## src/rtl/xor_cipher_cfg_ctrl.sv

```systemverilog
// Loads a key into an XOR cipher's serial config chain, re-shifts it to verify
// the readback, and gates the cipher on a clean verify. Also provides a liveness heartbeat.
module xor_cipher_cfg_ctrl #(
    parameter int CFG_LEN = 8,
    parameter int HB_BITS = 4
) (
    input  logic               clk,
    input  logic               rst,
    input  logic               load_req,
    input  logic [CFG_LEN-1:0] load_data,
    output logic               load_rdy,
    output logic               cfg_en,
    output logic               cfg_sd,
    input  logic               cfg_so,
    output logic               cipher_en,
    output logic               done,
    output logic               err,
    output logic               heartbeat
);

    localparam int CNT_W = (CFG_LEN > 1) ? $clog2(CFG_LEN) : 1;
    localparam logic [CNT_W-1:0] CNT_LAST = CNT_W'(CFG_LEN - 1);

    typedef enum logic [2:0] {
        IDLE,
        SHIFT,
        VERIFY,
        RUN,
        FAULT
    } state_t;

    state_t               state;
    logic [CNT_W-1:0]     bit_cnt;
    logic [CFG_LEN-1:0]   shadow;
    logic                 mismatch;
    logic [HB_BITS-1:0]   hb_cnt;

    logic accept;
    logic shadow_bit;
    logic bit_last;
    logic bit_miss;

    // Handshake and chain outputs decode straight from registered state only.
    assign load_rdy   = (state == IDLE) || (state == RUN) || (state == FAULT);
    assign cfg_en     = (state == SHIFT) || (state == VERIFY);
    assign shadow_bit = shadow[bit_cnt];
    assign cfg_sd     = cfg_en & shadow_bit;
    assign accept     = load_req & load_rdy;
    assign bit_last   = (bit_cnt == CNT_LAST);
    assign bit_miss   = (cfg_so != shadow_bit);

    // NOTE: sequential state uses non-blocking assignments so every register
    // samples pre-edge values; the async reset clears all state, including the shadow key.
    always_ff @(posedge clk or negedge rst) begin
        if (!rst) begin
            state     <= IDLE;
            bit_cnt   <= '0;
            shadow    <= '0;
            mismatch  <= 1'b0;
            cipher_en <= 1'b0;
            done      <= 1'b0;
            err       <= 1'b0;
        end else begin
            done <= 1'b0;
            case (state)
                IDLE, RUN, FAULT: begin
                    if (accept) begin
                        shadow    <= load_data;
                        bit_cnt   <= '0;
                        mismatch  <= 1'b0;
                        err       <= 1'b0;
                        cipher_en <= 1'b0;
                        state     <= SHIFT;
                    end
                end
                SHIFT: begin
                    if (bit_last) begin
                        bit_cnt <= '0;
                        state   <= VERIFY;
                    end else begin
                        bit_cnt <= bit_cnt + 1'b1;
                    end
                end
                VERIFY: begin
                    mismatch <= mismatch | bit_miss;
                    if (bit_last) begin
                        bit_cnt <= '0;
                        // The final bit's compare must be folded in here, not via the flag.
                        if (mismatch || bit_miss) begin
                            err       <= 1'b1;
                            cipher_en <= 1'b0;
                            state     <= FAULT;
                        end else begin
                            done      <= 1'b1;
                            cipher_en <= 1'b1;
                            state     <= RUN;
                        end
                    end else begin
                        bit_cnt <= bit_cnt + 1'b1;
                    end
                end
                default: state <= IDLE;
            endcase
        end
    end

    always_ff @(posedge clk or negedge rst) begin
        if (!rst) begin
            hb_cnt    <= '0;
            heartbeat <= 1'b0;
        end else begin
            hb_cnt <= hb_cnt + 1'b1;
            if (&hb_cnt) begin
                heartbeat <= ~heartbeat;
            end
        end
    end

endmodule

```

## config.mk

```make
export PLATFORM = sky130hd
export DESIGN_NAME = xor_cipher_cfg_ctrl
export DESIGN_NICKNAME = d
export VERILOG_FILES = /design/src/rtl/xor_cipher_cfg_ctrl.sv
export SDC_FILE = /design/constraint.sdc
export NUM_CORES = 1
export LEC_CHECK = 0
export ABC_AREA = 1
export CORE_MARGIN = 2
export CORE_UTILIZATION = 55
export CTS_CLUSTER_SIZE = 12
export DETAILED_ROUTE_END_ITERATION = 16
export HOLD_SLACK_MARGIN = 0.15
export PLACE_DENSITY = 0.8
export SYNTH_ARGS = -nofsm -noshare
export SYNTH_HDL_FRONTEND = slang
export SYNTH_SLANG_ARGS = --single-unit
```

## constraint.sdc

```tcl
create_clock -name clk -period 2.25 [get_ports clk]
set_clock_uncertainty 0.1 [all_clocks]
set_input_delay 0.45 -clock clk [delete_from_list [all_inputs] [get_ports clk]]
set_output_delay 0.45 -clock clk [all_outputs]
set_load 0.005 [all_outputs]
```

* After elaboration in Yosys (flattened, before gate mapping)
Index checks and enable logic that the tools add are counted.
** Word-level totals
- Logic and storage cells :: 62
- Register bits :: 23
- Bits of input ports :: 12
- Output and inout bits :: 7
** Operators by class
- $add $sub $neg :: 2
- Reduce and logical (&&, ||, !) cells :: 16
- Order comparisons :: 1
- Bitwise gates (word level) :: 4
- Eq/ne operators :: 10
- Mux-type cells :: 20
** Operator list (number)
- $mux 3 :: 6
- $pmux 3 s3 :: 1
- $mux 1 :: 8
- $reduce_and 4->1 :: 2
- $eq 3x2->1 const B :: 2
- $eq 3x3->1 const B :: 2
- $ne 2x2->1 const B :: 3
- $pmux 1 s2 :: 3
- $pmux 3 s2 :: 1
- $reduce_and 2->1 :: 3
- $reduce_and 3->1 :: 2
- $add 4x1->4 const B :: 1
- $logic_or 1x1->1 :: 4
- $lt 3x4->1 const B :: 1
- $reduce_bool 2->1 :: 2
- $add 3x1->3 const B :: 1
- $bmux 1 s3 :: 1
- $eq 3x1->1 const B :: 1
- $logic_not 3->1 :: 1
- $reduce_or 3->1 :: 1
- $and 1x1->1 :: 2
- $ne 2x1->1 const B :: 1
- $reduce_or 2->1 :: 1
- $ne 1x1->1 :: 1
- other kinds (2) :: 2

* Longest topological paths before layout
Gate-level depths: netlist (run 1).
- Word-level depth :: 7
- Mapped depth :: 11
- Mapped depth without buffers :: 10

* Worst setup path after synthesis (run 1)
Ideal clock, no wire load.
- Path kind :: flip-flop to output port
- Start point :: register bit_cnt[0]
- End point :: output cfg_sd
- Slack :: 0.809 ns
- Stages on the path, launching flop included :: 7
- Data required time :: 1.700 ns
- Buffers on the path :: 1
- Arrival time :: 0.891 ns
- Path through :: dfrtp_1 -> buf_6 -> nand2_1 -> nand3_1 -> nand3_2 -> nand2_2 -> nor2_1
** Between the ends
- Longest elaborated chain between the ends :: 3
** Ends and longest elaborated chain
- start: declaration :: RTL line 33 : logic [CNT_W-1:0] bit_cnt;
- start signal: assignment :: RTL line 81 : bit_cnt <= bit_cnt + 1'b1;
- start signal: assignment :: RTL line 99 : bit_cnt <= bit_cnt + 1'b1;
- $bmux 1 s3 :: RTL line 46 : assign shadow_bit = shadow[bit_cnt];
- $mux 1 (not written as such) :: RTL line 46
- $and 1x1->1 :: RTL line 47 : assign cfg_sd = cfg_en & shadow_bit;
- end: declaration :: RTL line 13 : output logic cfg_sd,
Every way passes these cells. The select of a mux whose other input is x is not followed.

* Worst setup path in the final report (run 1)
- Start point :: register state[1]
- End point :: output load_rdy
** Between the ends
- Longest elaborated chain between the ends :: 3
- Elaborated cells between the ends (all ways) :: 5
- Those cells by class :: eq/ne: 2; reduce/logical: 3
** Ends and longest elaborated chain
- start: declaration :: RTL line 32 : state_t state;
- start signal: assignment :: RTL line 56 : state <= IDLE;
- start signal: assignment :: RTL line 73 : state <= SHIFT;
- start signal: assignment :: RTL line 79 : state <= VERIFY;
- $eq 3x2->1 / $logic_not 3->1 (equally long branches) :: RTL line 44 : assign load_rdy = (state == IDLE) || (state == RUN) || (state == FAULT);
- $logic_or 1x1->1 :: RTL line 44
- $logic_or 1x1->1 * :: RTL line 44
- end: declaration :: RTL line 11 : output logic load_rdy,
Mark *: on every way between the ends. The rest lies on a longest branch, timed or not.

==> results.json, run 1 <==
{
  "rsz0062_at_grt": "false",
  "post-route-min-period_ns": 2.140,
  "relSlewSlack_pct": 80.86,
  "cts_max_level": 1,
  "grt_max_degree": 24,
  "root_buffer": "clkbuf_4",
  "status": "completed",
  "crit_family": "buffers and inverters",
  "slowest_delay_ns": 0.53,
  "slowest_stage": "clkdlybuf4s50_1",
  "drt_iter0_drc": 17,
  "timing.hold.ws_ns": 0.3603,
  "nets": 166,
  "cts_buffers": 3,
  "leakagePower_uw": 0.0007033,
  "clockPowerShare_pct": 10.3,
  "wire_per_inst_um": 10.65,
  "tightest_slew_ns": 0.2870,
  "setup.worst_path.class": "reg -> out",
  "p_seq_share_pct": 35.7,
  "hold_viol_final": 0,
  "fmax_ghz": 0.4673,
  "drtAntennaViolNets": 0,
  "intPower_uw": 1037,
  "antenna_found_initial": 0,
  "fp.dieH_um": 50.05,
  "combPwrFrac_pct": 54.0,
  "hpwl_um": 1410,
  "syn_inst": 127,
  "num_antenna_cells": 0,
  "drcViolationCount": 0,
  "yosysWarnings": 0,
  "ioPinCount": 19,
  "cp_max_fo": 4,
  "clk_pin_slew_worst_paths_ns": 0.12,
  "cts_hold_buffers": 0,
  "vias": 860,
  "cp-start-kind": "register",
  "period_share_pct": 95.12,
  "synth_cell_types": 23,
  "grt_pass1_vias": 804,
  "grt_overflow": 0,
  "cp-end-kind": "output port",
  "place_area_um2": 1361,
  "power_switching_uw": 788.0,
  "synth-xor-area-share_pct": 2.253,
  "cts_buffer_depth": 2,
  "swShare_pct": 43.17,
  "syn_nets": 142,
  "setup_viol": 0,
  "place.gp.congestion": 0.7916,
  "synth-compound-area-share_pct": 9.227,
  "fin_area_um2": 1414,
  "cp.required_ns": 1.70,
  "ys_ff_latch": 23,
  "cts_tree": "done",
  "slew_viol_final": 0,
  "avgSynthCellArea_um2": 9.182,
  "synthAdderAreaFrac_pct": 3.219,
  "wl_um": 1885,
  "drive_gt1_share_pct": 22.67,
  "setup_tns_ns": 0,
  "core_area_um2": 1982,
  "grt_util_all_layers_pct": 17.53,
  "grt_pass1_wl_um": 3305,
  "die_x_um": 50.05,
  "peakVddDrop_mv": 0.7461,
  "muxShareOfSynthArea_pct": 0,
  "io_buffer_count": 18,
  "die-area_um2": 2505,
  "min_path_type": "reg -> reg",
  "cts_sinks": 23,
  "critical_path_arrival_ns": 1.59,
  "clock_latency_ns": 0.31,
  "crit_chain": "buf_4 -> o21ai_4 -> clkdlybuf4s50_1",
  "syn_area_um2": 1166,
  "syn_to_final_growth_pct": 21.25,
  "power.density_nw_per_um2": 1291,
  "drt-pass1-iter-count": 4,
  "yosysSeqAreaShare_pct": 49.36,
  "yosys.area_share.simple_pct": 26.18,
  "synth_top_family_by_area": "simple AND/OR/NAND/NOR gates",
  "crit_buf_inv": 2,
  "start_util_pct": 58.84,
  "row_count": 16,
  "maxCapViolCount": 0,
  "vias_per_cell": 4.859
}
## placed cells by master (no fill, tap or decap), drive strengths merged
cell type,count
nand2,35
dfrtp,23
inv,21
clkdlybuf4s50,17
o21ai,13
nand3,11
nor2,10
a21oi,3
ha,3
clkbuf,3
buf,3
xnor2,2
clkinv,2
xor2,1
nand4,1
o22ai,1
dlygate4sd2,1
## synthesized netlist by cell type
master | n | area, µm²
o22ai_2 | 1 | 12.51
o21ai_1 | 7 | 35.03
nor2_4 | 1 | 11.26
nand3_1 | 7 | 35.03
nand3_2 | 4 | 40.04
nand2_1 | 27 | 101.4
o21ai_2 | 4 | 35.03
nand4_4 | 1 | 21.27
nor2_2 | 1 | 6.260
ha_1 | 3 | 37.54
a21oi_1 | 3 | 15.01
nand2_2 | 6 | 37.54
o21ai_0 | 2 | 10.01
xnor2_1 | 2 | 17.52
nor2_1 | 8 | 30.03
buf_6 | 1 | 11.26
dfrtp_1 | 23 | 575.6
nand2_4 | 2 | 22.52
inv_1 | 17 | 63.81
buf_8 | 1 | 15.01
inv_2 | 4 | 15.01
xor2_1 | 1 | 8.760
clkinv_4 | 1 | 8.760
## registers in the layout, indices dropped and copies added (netlist names)
| name | flops |
|---|---|
| done | 1 |
| shadow | 8 |
| heartbeat | 1 |
| mismatch | 1 |
| hb_cnt | 4 |
| bit_cnt | 3 |
| state | 3 |
| err | 1 |
| cipher_en | 1 |
## cell families (layout without fill, tap and decap cells)
| kind of cell | Yosys count | after routing |
|---|---|---|
| and+or+nand+nor | 57 | 57 |
| buffers and inverters | 24 | 47 |
| DFF | 23 | 23 |
| AOI/OAI and AO/OA | 17 | 17 |
| adders and majority gates | 3 | 3 |
| xor gates and xnor gates | 3 | 3 |
## timing repair
action	4_1_cts	5_1_grt
gates resized for setup	4	1
buffers inserted	2	0
endpoints found under the setup margin	1	1
## path summary, 6_finish.rpt
kind | from | slack [ns] | end | cells after the start
max | state[1] | 0.11 | load_rdy | 3
min | hb_cnt[0] | 0.36 | hb_cnt[0] | 1
max reg2reg | bit_cnt[0] | 0.57 | state[0] | 7
min reg2reg | hb_cnt[0] | 0.36 | hb_cnt[0] | 1
max in group asynchronous | rst | 1.43 | bit_cnt[0] | 2
min in group asynchronous | rst | 0.38 | state[0] | 2
## per-layer routing
metal	up-vias	share of wire (%)	track usage, %
li1	446	-	-
met3	4	4.0	1.818
met4	0	1.4	9.722
met2	19	49	29.61
met1	391	46	21.71
met5	-	0	0
## power groups by stage
stage / registers, µW / logic (µW) / clock network, µW
after global routing: 670 / 1110 / 209
after global placement: 654 / 921 / 0
after floorplan: 635 / 743 / 0
after detailed placement: 662 / 949 / 0
after CTS: 646 / 980 / 196
final: 652 / 986 / 188
## cell type report
cell class,instances,area [µm²]
Sequential cell,23,576.8
Fill cell,150,568.0
Multi-Input combinational cell,80,489.2
Timing Repair Buffer,21,198.9
Inverter,22,87.58
Tap cell,27,33.78
Clock buffer,3,22.52
Clock inverter,1,5.005
## metrics by stage
step	total power [µW]	setup slack, ns	utilization (%)	std cells
2_1_floorplan	1378	0.8085	-	127
3_3_place_gp	1576	0.3085	68.69	171
3_5_place_dp	1611	0.2557	68.69	171
4_1_cts	1822	0.05411	70.96	177
5_1_grt	1992	0.03579	71.34	177
6_report	1825	0.1099	71.34	177
(Power assumes the default switching activity.)
==> run 2: changes to the inputs <==
--- a/config.mk
+++ b/config.mk
@@ -6,12 +6,12 @@
 export NUM_CORES = 1
 export LEC_CHECK = 0
 export ABC_AREA = 1
-export CORE_MARGIN = 2
-export CORE_UTILIZATION = 55
+export CORE_ASPECT_RATIO = 1.75
+export CORE_UTILIZATION = 51
 export CTS_CLUSTER_SIZE = 12
 export DETAILED_ROUTE_END_ITERATION = 16
 export HOLD_SLACK_MARGIN = 0.15
-export PLACE_DENSITY = 0.8
+export PLACE_DENSITY = 0.75
 export SYNTH_ARGS = -nofsm -noshare
 export SYNTH_HDL_FRONTEND = slang
 export SYNTH_SLANG_ARGS = --single-unit
==> run 2 against run 1 <==
  * Worst setup slack improved by 0.0089 ns
  * Die area decreased by 0.61%
  * Maximum frequency increased by 0.42%
  * Sequential power decreased by 0.9%
  * Sequential share of layout area increased by 0.74 points
==> results.json, run 2 (same netlist as run 1, synthesis figures left out) <==
{
  "period_share_pct": 94.72,
  "grt_overflow": 0,
  "ioPinCount": 19,
  "clk_pin_slew_worst_paths_ns": 0.11,
  "tightest_slew_ns": 0.2858,
  "grt_max_degree": 24,
  "cts_max_level": 1,
  "min_path_type": "reg -> reg",
  "grt_pass1_vias": 861,
  "num_antenna_cells": 0,
  "grt_util_all_layers_pct": 20.04,
  "status": "completed",
  "nets": 165,
  "slowest_delay_ns": 0.55,
  "die-area_um2": 2489,
  "fmax_ghz": 0.4692,
  "cts_hold_buffers": 0,
  "setup_viol": 0,
  "instances_no_fill": 173,
  "hold_viol_final": 0,
  "io_buffer_count": 18,
  "reg.largest.list": "shadow: 8 flops, hb_cnt: 4 flops",
  "drive_gt1_share_pct": 20.81,
  "vias_per_cell": 5.006,
  "antenna_found_initial": 0,
  "power.density_nw_per_um2": 1291,
  "wl_met1_um": 771,
  "start_util_pct": 55.02,
  "syn_to_final_growth_pct": 19.10,
  "fillers": 188,
  "crit_chain": "inv_2 -> nor2_4 -> nand2_2 -> o21ai_2 -> clkdlybuf4s50_1",
  "setup.worst_path.class": "reg -> out",
  "cp-end-kind": "output port",
  "leakagePower_uw": 0.0006918,
  "timing.hold.ws_ns": 0.3576,
  "largest_reg_flops": 8,
  "rsz0062_at_grt": "false",
  "cts_sinks": 23,
  "wl_met2_um": 1048,
  "place_inst": 168,
  "core_area_um2": 2120,
  "cp_max_fo": 4,
  "fp.dieH_um": 65.26,
  "root_buffer": "clkbuf_4",
  "place.gp.congestion": 0.8257,
  "peakVddDrop_mv": 0.7321,
  "final_cell_mix": "27 x nand2_1, 22 x dfrtp_1, 17 x inv_1, 17 x clkdlybuf4s50_1, 8 x nor2_1",
  "fin_area_um2": 1389,
  "post-route-min-period_ns": 2.131,
  "maxUsedRoutingLayer": "met4",
  "crit_buf_inv": 2,
  "drtAntennaViolNets": 0,
  "rrSetupSlack_ns": 0.51,
  "relSlewSlack_pct": 80.95,
  "slew_viol_final": 0,
  "crit_family": "buffers and inverters",
  "drcViolationCount": 0,
  "drt_iter0_drc": 10,
  "cp.required_ns": 1.70,
  "wl_met3_um": 74,
  "hpwl_um": 1564,
  "row_count": 22,
  "grt_pass1_wl_um": 3539,
  "cts_tree": "done",
  "cts_buffers": 3,
  "setup_tns_ns": 0,
  "regMostFlops": "shadow",
  "final_common_cell": "nand2_1",
  "vias": 866,
  "place_area_um2": 1358,
  "die_x_um": 38.15,
  "clock_latency_ns": 0.30,
  "finalPower_uw": 1793,
  "wl_um": 1977,
  "wire_per_inst_um": 11.43,
  "cp-start-kind": "register",
  "maxCapViolCount": 0,
  "slowest_stage": "clkdlybuf4s50_1",
  "drt-pass1-iter-count": 4,
  "cts_buffer_depth": 2,
  "critical_path_arrival_ns": 1.58
}
-- run 2: layout make-up --
type                       count  area [µm²]  share of cell area (%)
clock buffer                   4       26.28                   1.892
inverter                      22       87.58                   6.306
tap                           24       30.03                   2.162
sequential                    23       576.8                   41.53
timing repair buffer          20       191.4                   13.78
multi-input combinational     80       476.7                   34.32
-- run 2: report_power, final --
part	leakage, µW	switching [µW]	internal [µW]
logic	0.000391	577	390
registers	0.000286	87.7	559
clock network	0.0000150	111	69.0
total	0.000692	775	1020
-- run 2: per-layer routing --
metal | GRT usage [%] | up-vias
met4 | 11.61 | 0
li1 | - | 444
met1 | 24.37 | 388
met3 | 3.041 | 8
met2 | 32.20 | 26
met5 | 0 | -
-- run 2: final timing paths --
kind	start	end	cells past startpoint
worst min register to register	hb_cnt[0]	hb_cnt[0]	1
min in group asynchronous	rst	state[0]	2
worst max-delay path	state[1]	load_rdy	5
worst max register to register	bit_cnt[0]	state[0]	7
max in group asynchronous	rst	bit_cnt[0]	2
worst min-delay path	hb_cnt[0]	hb_cnt[0]	1
-- run 2: worst register-to-register path: stages, from the launching register on --
cell,delay [ns]
dfrtp_2,0.46
buf_2,0.16
ha_1,0.19
ha_1,0.23
o22ai_2,0.24
inv_2,0.07
nor2_1,0.11
a21oi_1,0.07
-- run 2: per-stage QoR --
stage / worst slack [ns] / util [%]
floorplan: 0.8085 / -
global placement: 0.3125 / 64.05
detailed placement: 0.2387 / 64.05
CTS: 0.09932 / 65.53
global route: 0.02444 / 65.53
finish: 0.1187 / 65.53
-- run 2: what timing repair did --
item	in CTS	in global routing
resized for setup	3	0
setup buffers	1	0
endpoints found under the setup margin	1	0
